## config.mk

```make
export PLATFORM = sky130hd
export DESIGN_NAME = fetch_stage
export DESIGN_NICKNAME = d
export VERILOG_FILES = /design/src/rtl/fetch_stage.sv
export SDC_FILE = /design/constraint.sdc
export NUM_CORES = 1
export LEC_CHECK = 0
export CORE_MARGIN = 5
export CORE_UTILIZATION = 40
export DETAILED_ROUTE_END_ITERATION = 8
export PLACE_DENSITY = 0.75
export SLEW_MARGIN = 15
export SYNTH_ARGS = -nofsm -noshare
export SYNTH_HDL_FRONTEND = slang
export SYNTH_SLANG_ARGS = --single-unit
```

## constraint.sdc

```tcl
create_clock -name CLK -period 4.15 [get_ports CLK]
set_input_delay 0.83 -clock CLK [delete_from_list [all_inputs] [get_ports CLK]]
set_output_delay 0.83 -clock CLK [all_outputs]
set_load 0.02 [all_outputs]
```

## src/rtl/fetch_stage.sv

```systemverilog
// Instruction fetch stage: owns the PC, drives icache requests and fills the
// fetch/decode pipeline register, handling redirects, flush, freeze and HALT.
module fetch_stage #(
  parameter logic [31:0] PC_INIT   = 32'h0000_0000,
  parameter logic [31:0] HALT_WORD = 32'hFFFF_FFFF
) (
  input  logic        CLK,
  input  logic        RST,
  input  logic        ihit,
  input  logic        dhit,
  input  logic        freeze,
  input  logic        flush,
  input  logic        redirect_valid,
  input  logic [31:0] redirect_pc,
  input  logic [31:0] imemload,
  output logic        imemREN,
  output logic [31:0] imemaddr,
  output logic        fetch_valid,
  output logic [31:0] fetch_instr,
  output logic [31:0] fetch_pc,
  output logic [31:0] fetch_npc,
  output logic        halted
);

  localparam int unsigned XLEN = 32;
  localparam logic [XLEN-1:0] PC_STEP = XLEN'(4);

  typedef enum logic [1:0] {
    RUN,
    HOLD_REDIR,
    HALTED
  } state_t;

  state_t          state_q, state_d;
  logic [XLEN-1:0] pc_q, pc_d;
  logic [XLEN-1:0] pend_q, pend_d;
  logic [XLEN-1:0] pc_plus4;
  logic            accept;

  logic            fv_d;
  logic [XLEN-1:0] instr_d, fpc_d, fnpc_d;

  // dhit qualifies the pipeline controller only; fetch never looks at it
  logic unused_dhit;
  assign unused_dhit = dhit;

  assign pc_plus4 = pc_q + PC_STEP;
  assign imemaddr = pc_q;

  // An instruction is latched only on a clean hit in RUN with nothing overriding it
  assign accept = (state_q == RUN) && ihit && !freeze && !flush && !redirect_valid;

  // Next-state, PC and fetch/decode register contents
  always_comb begin
    state_d = state_q;
    pc_d    = pc_q;
    pend_d  = pend_q;
    fv_d    = 1'b0;
    instr_d = '0;
    fpc_d   = '0;
    fnpc_d  = '0;

    if (redirect_valid && !freeze) begin
      pc_d    = redirect_pc;
      state_d = RUN;
    end else if (redirect_valid && freeze) begin
      pend_d  = redirect_pc;
      state_d = HOLD_REDIR;
    end else if ((state_q == HOLD_REDIR) && !freeze) begin
      pc_d    = pend_q;
      state_d = RUN;
    end else if ((state_q == RUN) && ihit && !freeze) begin
      pc_d = pc_plus4;
      if (accept && (imemload == HALT_WORD)) begin
        state_d = HALTED;
      end
    end

    if (flush) begin
      fv_d = 1'b0;
    end else if (freeze) begin
      fv_d    = fetch_valid;
      instr_d = fetch_instr;
      fpc_d   = fetch_pc;
      fnpc_d  = fetch_npc;
    end else if (accept) begin
      fv_d    = 1'b1;
      instr_d = imemload;
      fpc_d   = pc_q;
      fnpc_d  = pc_plus4;
    end
  end

  // State register; status outputs are registered from the next state
  always_ff @(posedge CLK) begin
    if (RST) begin
      state_q     <= RUN;
      pc_q        <= PC_INIT;
      pend_q      <= '0;
      fetch_valid <= 1'b0;
      fetch_instr <= '0;
      fetch_pc    <= '0;
      fetch_npc   <= '0;
      imemREN     <= 1'b1;
      halted      <= 1'b0;
    end else begin
      state_q     <= state_d;
      pc_q        <= pc_d;
      pend_q      <= pend_d;
      fetch_valid <= fv_d;
      fetch_instr <= instr_d;
      fetch_pc    <= fpc_d;
      fetch_npc   <= fnpc_d;
      imemREN     <= (state_d != HALTED);
      halted      <= (state_d == HALTED);
    end
  end

endmodule

```

[Word level (Yosys, flattened, before mapping)]
Cells that the tools add are included.
Operators by class
  multiplexer cells: 13
  $add $sub $neg: 1
  equality and inequality tests: 5
  bitwise logic cells: 1
  reduce and logical (&&, ||, !) cells: 16
Operators with widths (number)
  32-bit 2-to-1 mux: 7
  32-bit by 3-bit adder with 32-bit output (second input constant): 1
  32-bit == test (second input constant): 1
  2-bit 2-to-1 mux: 5
  1-bit logical AND: 8
  2-bit != test (second input constant): 2
  2-bit AND reduction: 2
  1-bit zero test: 3
  3-bit nonzero test: 1
  2-bit by 1-bit == test with 1-bit output (second input constant): 1
  2-bit == test (second input constant): 1
  2-bit zero test: 1
  2-bit OR reduction: 1
  1-bit 2-to-1 mux: 1
  1-bit NOT: 1
Storage, ports and cells
  register bits after elaboration: 165
  word-level logic and storage cells: 45
  output and inout bits: 131
  input port bits: 71

[Logic depth before layout (Yosys ltp)]
  depth after elaboration: 12
  gate-level depth with buffers: 8
  gate-level depth less buffers: 6

[Least setup slack after synthesis]
OpenSTA, ideal clock, no wires.
  path type: input to register
  from: in freeze
  to: reg pc_q[13], in the netlist imemaddr[13]
  arrival: 2071 ps
  stages: 7
  slack: 1954 ps
  path buffers: 2
  path through: or3b_2 > buf_2 > nand2_1 > buf_2 > nor2_1 > a221oi_1 > o21ai_0
Between the ends
  longest elaborated chain between the ends: 5
  elaborated cells on any way between the ends: 11
RTL lines
  start, declared: RTL line 11  | input logic freeze,
  1-bit zero test: RTL line 63, 69, 72
  1-bit logical AND: RTL line 69  | end else if ((state_q == HOLD_REDIR) && !freeze) begin
  32-bit 2-to-1 mux: RTL line 69
  32-bit 2-to-1 mux: RTL line 66  | end else if (redirect_valid && freeze) begin
  32-bit 2-to-1 mux: RTL line 63  | if (redirect_valid && !freeze) begin
  end signal, assigned: RTL line 108  | pc_q <= pc_d;
  end, declared: RTL line 35  | logic [XLEN-1:0] pc_q, pc_d;
Parallel ways exist; a longest one is shown, timed or not. The select of a mux whose other input is x is not followed.
A chain may end at the register's enable or synchronous reset.

[Final worst setup path]
  from: in redirect_valid
  to: reg pc_q[23], in the netlist imemaddr[23]
Between the ends
  longest elaborated chain between the ends: 3
  elaborated cells on any way between the ends: 6
RTL lines
  start, declared: RTL line 13  | input logic redirect_valid,
  1-bit logical AND (on tied branches): RTL line 63, 66
  2-bit != test (no line) / 3-bit nonzero test (equally long branches)
  2-bit AND reduction (no line)
Parallel ways exist; a longest one is shown, timed or not.

==> metrics.yaml <==
clk_latency_ns: 0.42
timing.hold.ws_ns: 0.448
max_freq_mhz: 376
critPathMaxFanout: 14
synthCells: 854
synth_edf_count: 0
drtIter0Drc: 574
tightest_slew_ns: 0.734
fin_crit_ns: 2.66
ys_top_cells_by_area: "dfxtp_1 (47%), a22oi_1 (8.0%), nand2_1 (6.6%)"
maxSlewViolCount: 0
grt.total_usage_pct: 22.0
cp-start-kind: "input port"
vias: 6954
numCtsBuffers: 17
nets: 1087
grt_pass1_wl_um: 35200
cts_root_buf: "clkbuf_16"
worstPathRequired_ns: 4.52
hold_violations: 0
max-slew-margin-rel_pct: 51.1
clock-sinks: 163
path_clk_slew_ns: 0.06
fin_area_mm2: 0.00961
critical_path_class: "in -> reg"
synthDominantCellAreaShare_pct: 46.9
yosysSeqAreaShare_pct: 46.9
synth.avg_cell_area_um2: 8.14
num-fill-cells: 1596
yosysTopAreaCell: "dfxtp_1"
syn_area_mm2: 0.00696
antenna_found_initial: 0
start_util_pct: 40.5
antenna_cells: 0
maxCapViolations: 0
fin_skew_ns: 0.00782
yosysUniqueCellTypes: 53
grt_max_degree: 65
drive_above_1_share_pct: 6.03
crit_slowest_cell: "clkdlybuf4s50_1"
synth-seq-cells: 163
critPathMaxStageDelay_ns: 0.66
power_density_mw_per_mm2: 366
cts_buffer_depth: 2
rsz0062_at_grt: "false"
area_growth_syn_to_layout_pct: 38.1
arrival_ns: 3.03
p_leak_uw: 0.00325
fin_crit_sh_pct: 64.0
setup_violations: 0
htree_levels: 4
cts_tree: "done"
dieHeight_um: 142
syn_nets: 926
hold_start: "pend_q[25]$_SDFFE_PP0P_"
dieArea_mm2: 0.0201
status: "finished clean"
critPathLaunch: "redirect_valid"
die_x_um: 142
holdCritPathClass: "reg -> reg"
synthFlopType: "dfxtp_1"
row_count: 48
end_kind: "flop"
floorplan.io_pins: 202
fp.coreArea_mm2: 0.0172
drc: 0
yosysWarnings: 0
viasPerCell: 5.55
first_global_vias: 6367
hpwl_um: 16100
cts_resized: 0
drtAntennaViolNets: 0
crit_chain: "clkdlybuf4s50_1, nand2b_1, nand2_1, a31o_2, a31oi_1, o21a_1"
cts_setup_buffers: 0
grt_remaining_overflow: 0
synthArstFlopShare_pct: 0
place.port_buffers: 200
ir_drop_mv: 0.288
post_drt_wl_per_cell_um: 18.2
routabilityCongestion: 0.840
tns_ns: 0
holdBufCountCts: 0
drt-total-wl_um: 22800
firstDrtPassIters: 5
dpl_cell_area_mm2: 0.00905
r2r-start: "imemaddr[2]$_SDFFE_PP0P_"
==> final timing paths <==
kind,slack (ns),endpoint,depth (start not counted)
min,0.45,pend_q[25]$_SDFFE_PP0P_,2
max,1.49,imemaddr[23]$_SDFFE_PP0P_,6
max reg2reg,1.75,imemaddr[28]$_SDFFE_PP0P_,6
min reg2reg,0.45,pend_q[25]$_SDFFE_PP0P_,2
==> synth_stat cells (2+ instances only) <==
master    number
buf_1          5
nand4_1       18
o211ai_1       6
and2_1         3
clkbuf_1      50
or3_1         11
a31o_2         3
xor2_1        13
and4_1         5
o221ai_1       2
nor2b_1        3
o21ai_0       44
a31oi_1       18
o31a_1         3
nand2b_1       2
o32ai_1        4
buf_4          2
xnor2_1       12
nand3b_1       2
buf_2         17
a311oi_1       2
dfxtp_1      163
a221oi_1       5
inv_1         11
nand3_1       24
nor2_1        97
a211oi_1       4
nor4_1         2
nor3_1        14
nand2_1      123
a22oi_1       74
and3_1        18
a21oi_1       74
==> cell families after synthesis <==
| group | share of synthesized area [%] |
|---|---|
| flops | 46.9 |
| buf+inv | 5.07 |
| fa+ha+maj | 0.180 |
| simple gates | 22.2 |
| compound gates | 22.3 |
| xor+xnor | 3.15 |
| mux | 0.162 |
==> layout by cell type, fill, tap and decap left out, drive strengths merged, types with 16 or more instances in the layout <==
cell type      count
clkdlybuf4s50    198
nor3              16
and3              18
buf               19
nor2              97
a31oi             18
clkbuf            25
nand4             19
o21ai             44
nand2            123
a21oi             74
a22oi             74
dfxtp            163
nand3             24
==> through the flow <==
step	setup slack [ns]	power [µW]	util (%)	instances
CTS	1.53	3540	55.9	1253
detailed placement	1.12	2080	52.7	1221
global placement	1.14	2070	52.7	1221
finish	1.49	3520	55.9	1253
floorplan	1.95	1880	-	854
global route	1.37	3640	55.9	1253
==> power breakdown <==
group          switching, µW  leakage (µW)  internal, µW  total (µW)
registers               62.0       0.00132          1600        1670
clock network            622      0.000270           845        1470
logic                    215       0.00166           168         383
total                    899       0.00325          2620        3520
==> worst max-delay path, delay by kind of cell <==
kind	cells	cell delay (ns)
compound gates	3	0.65
simple gates	2	0.89
buf+inv	1	0.66
==> registers in the layout, indices dropped and copies added (netlist names) <==
signal / cells
fetch_instr: 32
fetch_pc: 32
imemaddr: 32
pend_q: 32
fetch_npc: 30
state_q: 2
fetch_valid: 1
halted: 1
imemREN: 1
==> per-layer routing <==
metal / part of all wire [%] / GRT usage (%) / vias to the layer above
met3: 7.6 / 5.09 / 34
met1: 44 / 29.9 / 3299
li1: - / - / 3361
met4: 1.9 / 6.82 / 0
met2: 47 / 34.7 / 260
met5: 0 / 0 / -
==> area by class of cell <==
cell class              count  area (µm²)  share of cell area [%]
repair buffers            217        2120                    22.1
multi-input cells         605        3350                    34.9
flip-flops and latches    163        3260                    34.0
clock buffers              25         505                    5.26
well taps                 225         282                    2.93
inverters                  11        41.3                   0.430
clock inverters             7        47.5                   0.495
Note: power is estimated with default switching activity, not from simulation.
